`config.mk`:
```
export PLATFORM = sky130hd
export DESIGN_NAME = veriyolu_hakem
export DESIGN_NICKNAME = d
export VERILOG_FILES = /design/src/rtl/veriyolu_hakem_pkg.sv /design/src/rtl/veriyolu_hakem.sv
export SDC_FILE = /design/constraint.sdc
export NUM_CORES = 1
export LEC_CHECK = 0
export CAP_MARGIN = 10
export CORE_AREA = 10 10 113 115
export CTS_CLUSTER_DIAMETER = 100
export DETAILED_ROUTE_END_ITERATION = 10
export DIE_AREA = 0 0 123 125
export PLACE_DENSITY = 0.71
export SLEW_MARGIN = 25
export SYNTH_ARGS = -nofsm -noshare
export SYNTH_HDL_FRONTEND = slang
export SYNTH_SLANG_ARGS = --single-unit
export TNS_END_PERCENT = 1
```
`constraint.sdc`:
```
create_clock -name clk_i -period 4.7 [get_ports clk_i]
set_clock_uncertainty 0.15 [all_clocks]
set_input_delay 1.175 -clock clk_i [delete_from_list [all_inputs] [get_ports clk_i]]
set_output_delay 1.175 -clock clk_i [all_outputs]
set_load 0.05 [all_outputs]
```
`src/rtl/veriyolu_hakem_pkg.sv`:
```
// Shared definitions for the two-requester peripheral bus arbiter:
// FSM state encoding and the default transaction timeout budget.
package veriyolu_hakem_pkg;

  typedef enum logic {
    BOS   = 1'b0,
    AKTIF = 1'b1
  } durum_e;

  localparam int unsigned ZAMAN_ASIMI_VARSAYILAN = 255;

endpackage

```
`src/rtl/veriyolu_hakem.sv`:
```
// Two-requester round-robin arbiter in front of the peripheral Wishbone master.
// Holds the grant for a whole transaction and flags transactions that run too long.
module veriyolu_hakem
  import veriyolu_hakem_pkg::*;
#(
  parameter int unsigned ZAMAN_ASIMI = ZAMAN_ASIMI_VARSAYILAN
) (
  input  logic        clk_i,
  input  logic        rst_ni,
  input  logic [31:0] m0_adres_i,
  input  logic [31:0] m0_veri_i,
  input  logic [3:0]  m0_veri_maske_i,
  input  logic        m0_yaz_gecerli_i,
  input  logic        m0_sec_i,
  output logic [31:0] m0_veri_o,
  output logic        m0_durdur_o,
  input  logic [31:0] m1_adres_i,
  input  logic [31:0] m1_veri_i,
  input  logic [3:0]  m1_veri_maske_i,
  input  logic        m1_yaz_gecerli_i,
  input  logic        m1_sec_i,
  output logic [31:0] m1_veri_o,
  output logic        m1_durdur_o,
  output logic [31:0] vy_adres_o,
  output logic [31:0] vy_veri_o,
  output logic [3:0]  vy_veri_maske_o,
  output logic        vy_yaz_gecerli_o,
  output logic        vy_sec_o,
  input  logic [31:0] vy_veri_i,
  input  logic        vy_durdur_i,
  output logic        hata_o,
  output logic        hata_sahip_o
);

  localparam logic [7:0] ESIK = 8'(ZAMAN_ASIMI);

  durum_e     durum_q, durum_d;
  logic       oncelik_q, oncelik_d;
  logic       sahip_q, sahip_d;
  logic [7:0] sayac_q, sayac_d;
  logic       hata_q, hata_d;
  logic       hata_sahip_q, hata_sahip_d;
  logic       kazanan;
  logic       tamam;

  // Priority holder wins if it asks; otherwise the grant goes to the other side.
  assign kazanan = oncelik_q ? m1_sec_i : ~m0_sec_i;
  assign tamam   = (durum_q == AKTIF) && !vy_durdur_i;

  always_comb begin
    durum_d      = durum_q;
    oncelik_d    = oncelik_q;
    sahip_d      = sahip_q;
    sayac_d      = sayac_q;
    hata_d       = hata_q;
    hata_sahip_d = hata_sahip_q;
    unique case (durum_q)
      BOS: begin
        if (m0_sec_i || m1_sec_i) begin
          sahip_d = kazanan;
          sayac_d = '0;
          durum_d = AKTIF;
        end
      end
      AKTIF: begin
        if (sayac_q != 8'hFF) sayac_d = sayac_q + 8'd1;
        if (!vy_durdur_i) begin
          durum_d   = BOS;
          oncelik_d = ~sahip_q;
        end
      end
      default: durum_d = BOS;
    endcase
    // Only the first overrun is recorded; the transaction itself runs on.
    if ((sayac_q == ESIK) && !hata_q) begin
      hata_d       = 1'b1;
      hata_sahip_d = sahip_q;
    end
  end

  always_ff @(posedge clk_i or negedge rst_ni) begin
    if (!rst_ni) begin
      durum_q      <= BOS;
      oncelik_q    <= 1'b0;
      sahip_q      <= 1'b0;
      sayac_q      <= '0;
      hata_q       <= 1'b0;
      hata_sahip_q <= 1'b0;
    end else begin
      durum_q      <= durum_d;
      oncelik_q    <= oncelik_d;
      sahip_q      <= sahip_d;
      sayac_q      <= sayac_d;
      hata_q       <= hata_d;
      hata_sahip_q <= hata_sahip_d;
    end
  end

  always_comb begin
    vy_sec_o         = (durum_q == AKTIF);
    vy_adres_o       = '0;
    vy_veri_o        = '0;
    vy_veri_maske_o  = '0;
    vy_yaz_gecerli_o = 1'b0;
    if (durum_q == AKTIF) begin
      if (sahip_q) begin
        vy_adres_o       = m1_adres_i;
        vy_veri_o        = m1_veri_i;
        vy_veri_maske_o  = m1_veri_maske_i;
        vy_yaz_gecerli_o = m1_yaz_gecerli_i;
      end else begin
        vy_adres_o       = m0_adres_i;
        vy_veri_o        = m0_veri_i;
        vy_veri_maske_o  = m0_veri_maske_i;
        vy_yaz_gecerli_o = m0_yaz_gecerli_i;
      end
    end
  end

  assign m0_durdur_o  = m0_sec_i & ~(tamam && (sahip_q == 1'b0));
  assign m1_durdur_o  = m1_sec_i & ~(tamam && (sahip_q == 1'b1));
  assign m0_veri_o    = (sahip_q == 1'b0) ? vy_veri_i : 32'h0;
  assign m1_veri_o    = (sahip_q == 1'b1) ? vy_veri_i : 32'h0;
  assign hata_o       = hata_q;
  assign hata_sahip_o = hata_sahip_q;

endmodule

```
* After elaboration in Yosys (flattened, before gate mapping)
Index checks and enable logic that the tools add are counted.
** Storage, ports and cells
- Register bits after elaboration :: 13
- Input bits :: 175
- Output and inout port bits :: 138
- Word-level logic and storage cells :: 46
** Operators by class
- $add $sub $neg :: 1
- Equal/unequal tests :: 4
- Muxes and demuxes :: 17
- Bitwise gates (word level) :: 8
- Reductions and logical operators :: 10
** Operators by type and width (number)
- 2-to-1 mux 32 bit :: 6
- 2-to-1 mux 8 bit :: 2
- one-hot mux 8 bit (2 select lines) :: 1
- adder 8 x 1 -> 8 bit, second input constant :: 1
- == test 8 bit, second input constant :: 1
- 2-to-1 mux 4 bit :: 2
- != test 8 bit, second input constant :: 1
- inverter 1 bit :: 6
- AND reduction 2 bit :: 3
- 2-to-1 mux 1 bit :: 5
- logical AND 1 bit :: 4
- bitwise AND 1 bit :: 2
- zero test 1 bit :: 2
- != test 2 x 1 -> 1 bit, second input constant :: 1
- != test 2 bit, second input constant :: 1
- one-hot mux 1 bit (2 select lines) :: 1
- logical OR 1 bit :: 1

* Depth between registers and ports, before layout
Gate-level depths: netlist of run 1.
- Word-level depth :: 5
- Mapped depth :: 6
- Depth with buffers taken out :: 5

* Least setup slack after synthesis of run 1
Ideal clock, no wire load.
- Path kind :: in2out
- Start point :: input port vy_durdur_i
- End point :: output port m1_durdur_o
- Data arrival time :: 2.511 ns
- Data required time :: 3.375 ns
- Setup slack :: 0.864 ns
- Stages :: 3
- Path buffers :: 0
- Cell sequence :: nand2b_1 > inv_1 > a21boi_0
** Between the ends
- Word-level cells in the longest chain between the ends :: 5
** Ends and longest elaborated chain
- from (decl) :: line veriyolu_hakem.sv:30 : input logic vy_durdur_i,
- zero test 1 bit
- logical AND 1 bit :: line veriyolu_hakem.sv:48 : assign tamam = (durum_q == AKTIF) && !vy_durdur_i;
- logical AND 1 bit :: line veriyolu_hakem.sv:121 : assign m1_durdur_o = m1_sec_i & ~(tamam && (sahip_q == 1'b1));
- inverter 1 bit :: line veriyolu_hakem.sv:121
- bitwise AND 1 bit :: line veriyolu_hakem.sv:121
- to (decl) :: line veriyolu_hakem.sv:23 : output logic m1_durdur_o,
Every way passes these cells.

* Worst setup path in the final report of run 1
Ends and elaborated chain as after synthesis.

==> results summary, run 1 <==
The relative slew slack came out at 0.5477. The run finished with clean final reports. Tracing the worst setup path back leads to its startpoint at vy_durdur_i. Relative to the synthesized area, the layout overhead comes to 155.3%. The maximum level of the CTS H-tree came out at 1. The Yosys warning count came out at 0. Traced cell by cell, the critical path runs through clkdlybuf4s50_1 -> nand2b_1 -> inv_1 -> a21boi_0 -> clkdlybuf4s50_1. Data on the critical path is required at its endpoint by around 3400 ps. The cell area after synthesis is between 2000 and 2500 um2. The number of instances in the placed design is slightly above 700. TritonCTS built the clock tree. The floorplan step set the die width to 123 um. The power density normalized to cell area is 353.0 nW/um2. The global-route wire length before repair came out at 19.75 mm. The total of fill cells in the finished design is 1012. The post-layout instance count excluding filler cells came out at 728.

After detailed routing, the average wire length per cell comes to ~19 um. The critical path capture point type is a primary output. For the finished layout, the period the worst path requires is 4169 ps. The launch instance of the worst register-to-register path is sayac_q[0]$_DFFE_PN0P_. The end of the critical path is m1_durdur_o. The average size of a mapped cell is a little over 7 um2. The total wirelength of the detailed-routed design is around 14 mm. The total power after layout is ~1900 uW. The number of cells on the worst reg-to-reg path is 5.

Setup total negative slack on the finished layout was measured at 0 ps. The part of the Yosys area used for sequential elements is 0.1536. The path class of the tightest hold or removal check is register to register. The number of nets in the synthesized netlist is 470.

The DRC violation count after routing is 0. By startpoint and endpoint, the worst setup path is classified as input pin to primary output. Summed over all layers, the global routing overflow is 0. The ratio of routed vias to standard cells came out at 4.283. In this run the register-to-register setup slack is roughly 2900 ps. The sum of net half-perimeters after detailed placement came out at roughly 12 mm. The clock tree root buffer cell is clkbuf_8. At the worst endpoint, the arrival time is around 2800 ps.

The transition at the pin with the smallest max-transition slack came out at between 600 and 700 ps. The buffer levels on the longest clock path is 2. The number of I/O port buffers came out at ~310. The top achievable clock speed is approximately 240 MHz. The final number of hold-violating endpoints came out at 0.

The synthesized design contains 0 enable-type register cells. The max-slew violation count is 0. The number of vias in the routed layout is approximately 3100. The floorplan step defined a die boundary enclosing between 15000 and 20000 um2. The buffers inserted during post-CTS setup optimization came out at 0.

The total of max-cap violations came out at 0. The share of synthesized area in the top cell type comes to 0.3308. The final setup violation count is 0.

The top cell type by total area after synthesis is mux2i_1. The maximum fanout count along the critical path is 4. The standby leakage power is between 0.002 and 0.0025 uW. The CTS clock-pin slew for the worst setup and hold paths came out at ~50 ps. The number of global-route vias before repair is between 3000 and 4000. The number of buffers inserted by hold repair at cts came out at 0. The most used flip-flop cell after synthesis is dfrtp_1.

The count of TritonRoute iterations in the first routing pass came out at 4. The maximum number of pins on one net before global-route repair came out at 65. The startpoint kind of the worst setup timing path is an input pin.

The longest individual stage delay on the worst path came out at about 830 ps. The final weighted congestion in routability-driven placement came out at between 0.8 and 0.9. The total core area is 10600 um2.

The total number of placement rows came out at 38. The clock insertion delay at the later pin of the skew report is ~240 ps. The antenna diode count is 0. Synthesis instantiated 31 different standard cells from the library. The cell with the most instances after synthesis is nor2_1. In the synthesized netlist, the number of instances is between 200 and 300. Setup repair after global routing left no endpoint under its margin. The peak-usage layer in the global routing report is met2.

The number of nets at the end of the flow came out at ~770. The clock drives 13 sinks. The starting density of the core is 0.1998. Yosys attributes the largest share of cell area to mux2i_1 (33%), dfrtp_1 (15%), nor2_1 (13%). Measured along the y axis, the die boundary spans 125 um. The total CTS buffers came out at 3. The met2 track demand over resource came out at 0.2994. The fraction of registers with async set/reset is 1.000.

The endpoint identified for the worst register-to-register timing path is hata_sahip_o$_DFFE_PN0P_. The routing usage on met1 came out at 0.1740. In the synthesized netlist, the cells that appear most often are nor2_1 (75), mux2i_1 (70), and2_1 (32), nor2b_1 (32), clkbuf_1 (17).

The number of cells upsized or downsized after cts is 0. The count of nets left with antenna violations once routing finished came out at 0. The worst vdd rail ir drop is ~0.19 mV. The flop and latch count out of synthesis came out at 13.

In this design, the critical path's most frequently occurring cell is clkdlybuf4s50_1. After the first detailed-routing iteration, the DRC count stood at ~160. The global routing met3 resource utilization came out at 0.05986. The number of antenna violations at the first check in global routing came to 0. The worst hold slack is around 340 ps. During I/O placement, the number of pins put on the boundary was between 300 and 400. In the final layout, the share of cells above drive strength 1 is 0.02721. In the global route stage, overall resource usage came out at 0.1611. For this design, the slowest cell found on the critical path is clkdlybuf4s50_1. The share of the cycle needed by the critical path after routing came out at 0.8870.
## cell families (layout without fill, tap and decap cells)
family / after synthesis / in the layout / synth area share
simple gates: 157 / 157 / 0.3780
fa+ha+maj: 1 / 1 / 0.005906
mux: 71 / 71 / 0.3361
flops: 13 / 13 / 0.1536
xor+xnor: 1 / 1 / 0.004135
buf+inv: 27 / 321 / 0.05257
compound gates: 24 / 24 / 0.06970
## cell type report
class | instances | area (um2) | share of cell area
well taps | 140 | 175.2 | 0.03238
multi-input cells | 254 | 1682 | 0.3109
inverters | 2 | 7.507 | 0.001388
repair buffers | 315 | 3171 | 0.5862
flip-flops and latches | 13 | 329.1 | 0.06084
clock buffers | 4 | 45.04 | 0.008328
## power breakdown
part	switching (uW)	internal (uW)
clock	38.1	59.8
combinational	1010	615
sequential	60.4	129
total	1100	804
## worst min-delay path by stage
stage	startpoint	endpoint	slack, ps	cells past startpoint
finish	oncelik_q$_DFFE_PN0P_	oncelik_q$_DFFE_PN0P_	340	2
global route	hata_o$_DFFE_PN0P_	hata_o$_DFFE_PN0P_	370	1
CTS	oncelik_q$_DFFE_PN0P_	oncelik_q$_DFFE_PN0P_	350	2
detailed placement	hata_o$_DFFE_PN0P_	hata_o$_DFFE_PN0P_	330	1
global placement	hata_o$_DFFE_PN0P_	hata_o$_DFFE_PN0P_	320	1
floorplan	oncelik_q$_DFFE_PN0P_	oncelik_q$_DFFE_PN0P_	300	2
## stage by stage
step | util | setup slack (ps) | instance area [um2]
final | 0.5101 | 530.9 | 5409
after global routing | 0.5101 | 446.9 | 5409
after CTS | 0.5101 | 513.7 | 5409
after detailed placement | 0.5059 | 524.0 | 5364
after global placement | 0.5059 | 544.2 | 5364
after floorplan | - | 863.9 | 2118
## state kept, by name (all words and copies together) (netlist names)
register	cells
sayac_q	8
vy_sec_o	1
sahip_q	1
hata_o	1
hata_sahip_o	1
oncelik_q	1
## placed cells by master (no fill, tap or decap), drive strengths merged
master,synthesis,routed
clkdlybuf4s50,0,312
nor2,76,76
mux2i,70,70
and2,33,33
nor2b,32,32
dfrtp,13,13
a21oi,12,12
nand2,6,6
clkbuf,17,4
o21ai,3,3
nand3,3,3
a211oi,3,3
buf,8,3
and3,3,3
a31oi,2,2
a311oi,2,2
inv,2,2
nand2b,1,1
o21a,1,1
a21boi,1,1
and4,1,1
or2b,1,1
mux2,1,1
xnor2,1,1
or2,1,1
ha,1,1
## metal layers
layer | up-vias | part of all wire
li1 | 1567 | -
met1 | 1353 | 0.37
met2 | 194 | 0.51
met3 | 4 | 0.12
met4 | 0 | 0.0031
met5 | - | 0
## critical path, delay by kind of cell
family / cells / cell delay [ps]
buf+inv: 3 / 1350
compound gates: 1 / 170
simple gates: 1 / 150
No activity file was read; power rests on OpenSTA's default activity.
==> inputs of run 2 (changes only) <==
- CORE_AREA: 10 10 113 115 -> 2 2 121 123
- PLACE_DENSITY: 0.71 -> default
==> results summary, run 2 (same netlist as run 1, synthesis figures left out) <==
Outcome: finished clean (unchanged). The clock tree root buffer cell is clkbuf_16 (was clkbuf_8). The sum of net half-perimeters after detailed placement is 9.855 mm (was 12.00 mm). The share of the cycle needed by the critical path after routing is 0.8839 (was 0.8870). The maximum number of pins on one net before global-route repair is 63 (was 65). The power density normalized to cell area is 355.9 nW/um2 (was 353.0 nW/um2). The number of flip-flops in the largest register is 8 (unchanged). The DRC violation count after routing is 0 (unchanged). The number of routed nets with antenna violations is 0 (unchanged). The count of boundary I/O pins was 313 (unchanged). The number of vias in the routed layout came out at 3178 (was 3118).

The launch instance of the worst register-to-register path is sayac_q[0]$_DFFE_PN0P_ (unchanged). The number of instances in the placed design came out at 769 (was 724). The net switching power came out at 1096 uW (was 1105 uW). The maximum level of the CTS H-tree came out at 1 (unchanged).

The data arrival time of the worst path is 2830 ps (was 2840 ps). The all-layer global routing usage came to 0.1375 (was 0.1611). The cell-internal power came out at 858.8 uW (was 804.2 uW). The antenna diode count is 0 (unchanged). Leading cell types in the layout, fill and taps excluded: clkdlybuf4s50_1 (312), nor2_1 (75), mux2i_1 (70) (unchanged). The ratio of routed vias to standard cells came out at 4.111 (was 4.283). The buffer levels on the longest clock path came out at 2 (unchanged). The number of I/O port buffers is 312 (unchanged). The register with the most flip-flops was sayac_q (unchanged). The residual overflow from global routing came to 0 (unchanged).

The overall die width came out at 123 um (unchanged). The critical path capture point type was a primary output (unchanged). The number of nets at the end of the flow is 766 (was 765).

The end of the worst register-to-register path is hata_sahip_o$_DFFE_PN0P_ (unchanged). The depth of the worst register-to-register path is 5 (unchanged). The die extent in y came out at 125 um (unchanged). The max-slew violation count came out at 0 (unchanged). The final number of hold-violating endpoints came out at 0 (unchanged).

The total power after layout is 1955 uW (was 1909 uW). The buffers inserted during post-CTS setup optimization came out at 0 (unchanged). Unrepaired setup endpoints after global routing: no (unchanged). The clock share of power came out at 0.081 (was 0.051).

The part of the power in combinational logic is 0.822 (was 0.849). The number of DRC violations after detailed-routing iteration 0 is 103 (was 157). The worst vdd rail ir drop was 0.1245 mV (was 0.1863 mV).

The most common cell after layout, fill and taps aside is clkdlybuf4s50_1 (unchanged). The internal reg-to-reg setup slack is 2860 ps (was 2850 ps). The net switching share of the total power came to 0.5607 (was 0.5788).

The number of cells on the worst hold path came out at 2 (unchanged). The final setup violation count is 0 (unchanged). The transition at the pin with the smallest max-transition slack is 666.2 ps (was 678.4 ps).

The startpoint kind of the worst setup timing path is an input pin (unchanged). The total core area is 14200 um2 (was 10600 um2). The standby leakage power was 0.002263 uW (was 0.002247 uW). The number of antenna violations at the first check in global routing is 0 (unchanged). The required time of the critical path is 3380 ps (about the same). The top achievable clock speed is 240.7 MHz (was 239.9 MHz). The post-route minimum period was 4155 ps (was 4169 ps). The startpoint-to-endpoint class of the critical path is input pin to primary output (unchanged). The average wire per standard cell came out at 14.93 um (was 18.86 um). The total of max-cap violations came to 0 (unchanged). The maximum fanout count along the critical path came out at 4 (unchanged). The total number of placement rows came to 44 (was 38).

The number of cells upsized or downsized after cts was 0 (unchanged). The total wirelength of the detailed-routed design is 11.54 mm (was 13.73 mm). The number of buffers inserted by hold repair at cts came out at 0 (unchanged). The number of global-route vias before repair is 3177 (was 3230). The starting density of the core came to 0.1491 (was 0.1998). The register share of total power is 0.097 (was 0.099). The layout overhead on the synthesized area came out at 159.3% (was 155.3%). The post-layout instance count excluding filler cells came out at 773 (was 728). The startpoint of the most critical hold path is oncelik_q$_DFFE_PN0P_ (unchanged). The final weighted congestion in routability-driven placement came out at 0.8917 (was 0.8282). The relative slew slack is 0.5558 (was 0.5477). The count of TritonRoute iterations in the first routing pass is 4 (unchanged). The CTS clock-pin slew for the worst setup and hold paths is 40 ps (was 50 ps). The full die area is 15380 um2 (unchanged). The TritonCTS clock tree is built (unchanged). The global-route wire length before repair came to 16.61 mm (was 19.75 mm).

The clock insertion delay at the later pin of the skew report is 240 ps (about the same). The summed negative setup slack over all endpoints was 0 ps (unchanged). The class of the tightest hold or removal check is register to register (unchanged). The share of post-route cells with drive strength above 1 is 0.02886 (was 0.02721). The number of sinks on the clock net is 13 (unchanged). The core occupancy in the finished layout came out at 0.3867 (was 0.5101). The destination of the worst hold path is oncelik_q$_DFFE_PN0P_ (unchanged). The total CTS buffers is 3 (unchanged).
-- run 2: changes by cell type in the layout (fill, tap and decap cells not counted), sizes merged --
cell  before  now
buf        3    4
-- run 2: worst max-delay path, stage by stage --
cell and delay [ps]:
clkdlybuf4s50_1 450, nand2b_1 150, inv_1 70, a21boi_0 160, clkdlybuf4s50_1 820
-- run 2: worst max path at each step --
stage	startpoint	cells past startpoint	to	slack, ps
after floorplan	vy_durdur_i	3	m1_durdur_o	860
after global routing	vy_durdur_i	5	m1_durdur_o	460
after global placement	vy_durdur_i	5	m1_durdur_o	540
after CTS	vy_durdur_i	5	m1_durdur_o	530
final	vy_durdur_i	5	m1_durdur_o	550
after detailed placement	vy_durdur_i	5	m1_durdur_o	540
-- run 2: cell type report --
class | instances | area, um2
fillers | 1454 | 8711
repair buffers | 316 | 3166
multi-input cells | 254 | 1682
flip-flops and latches | 13 | 329.1
well taps | 184 | 230.2
clock buffers | 4 | 78.83
inverters | 2 | 7.507
-- run 2: power groups by stage --
| stage | logic (uW) | clock network [uW] | registers, uW |
|---|---|---|---|
| 2_1_floorplan | 1070 | 0 | 146 |
| 3_3_place_gp | 1620 | 0 | 190 |
| 3_5_place_dp | 1620 | 0 | 192 |
| 4_1_cts | 1620 | 161 | 190 |
| 5_1_grt | 1690 | 169 | 198 |
| 6_report | 1610 | 159 | 189 |
-- run 2: per-stage QoR --
step / instance area [um2] / setup slack [ps] / hold WS (ps)
floorplan: 2118 / 863.9 / 300.2
global placement: 5414 / 538.4 / 321.8
detailed placement: 5414 / 538.5 / 336.6
CTS: 5493 / 534.0 / 346.5
global route: 5493 / 455.8 / 366.1
finish: 5493 / 545.5 / 345.9
-- run 2: per-layer routing --
layer	routed length [um]	up-vias	share of wire	global-route usage
met5	0	-	0	0
met4	128	0	0.011	0.02340
met3	1161	10	0.10	0.02783
met2	5910	188	0.51	0.2688
met1	4339	1411	0.38	0.1512
li1	-	1569	-	-
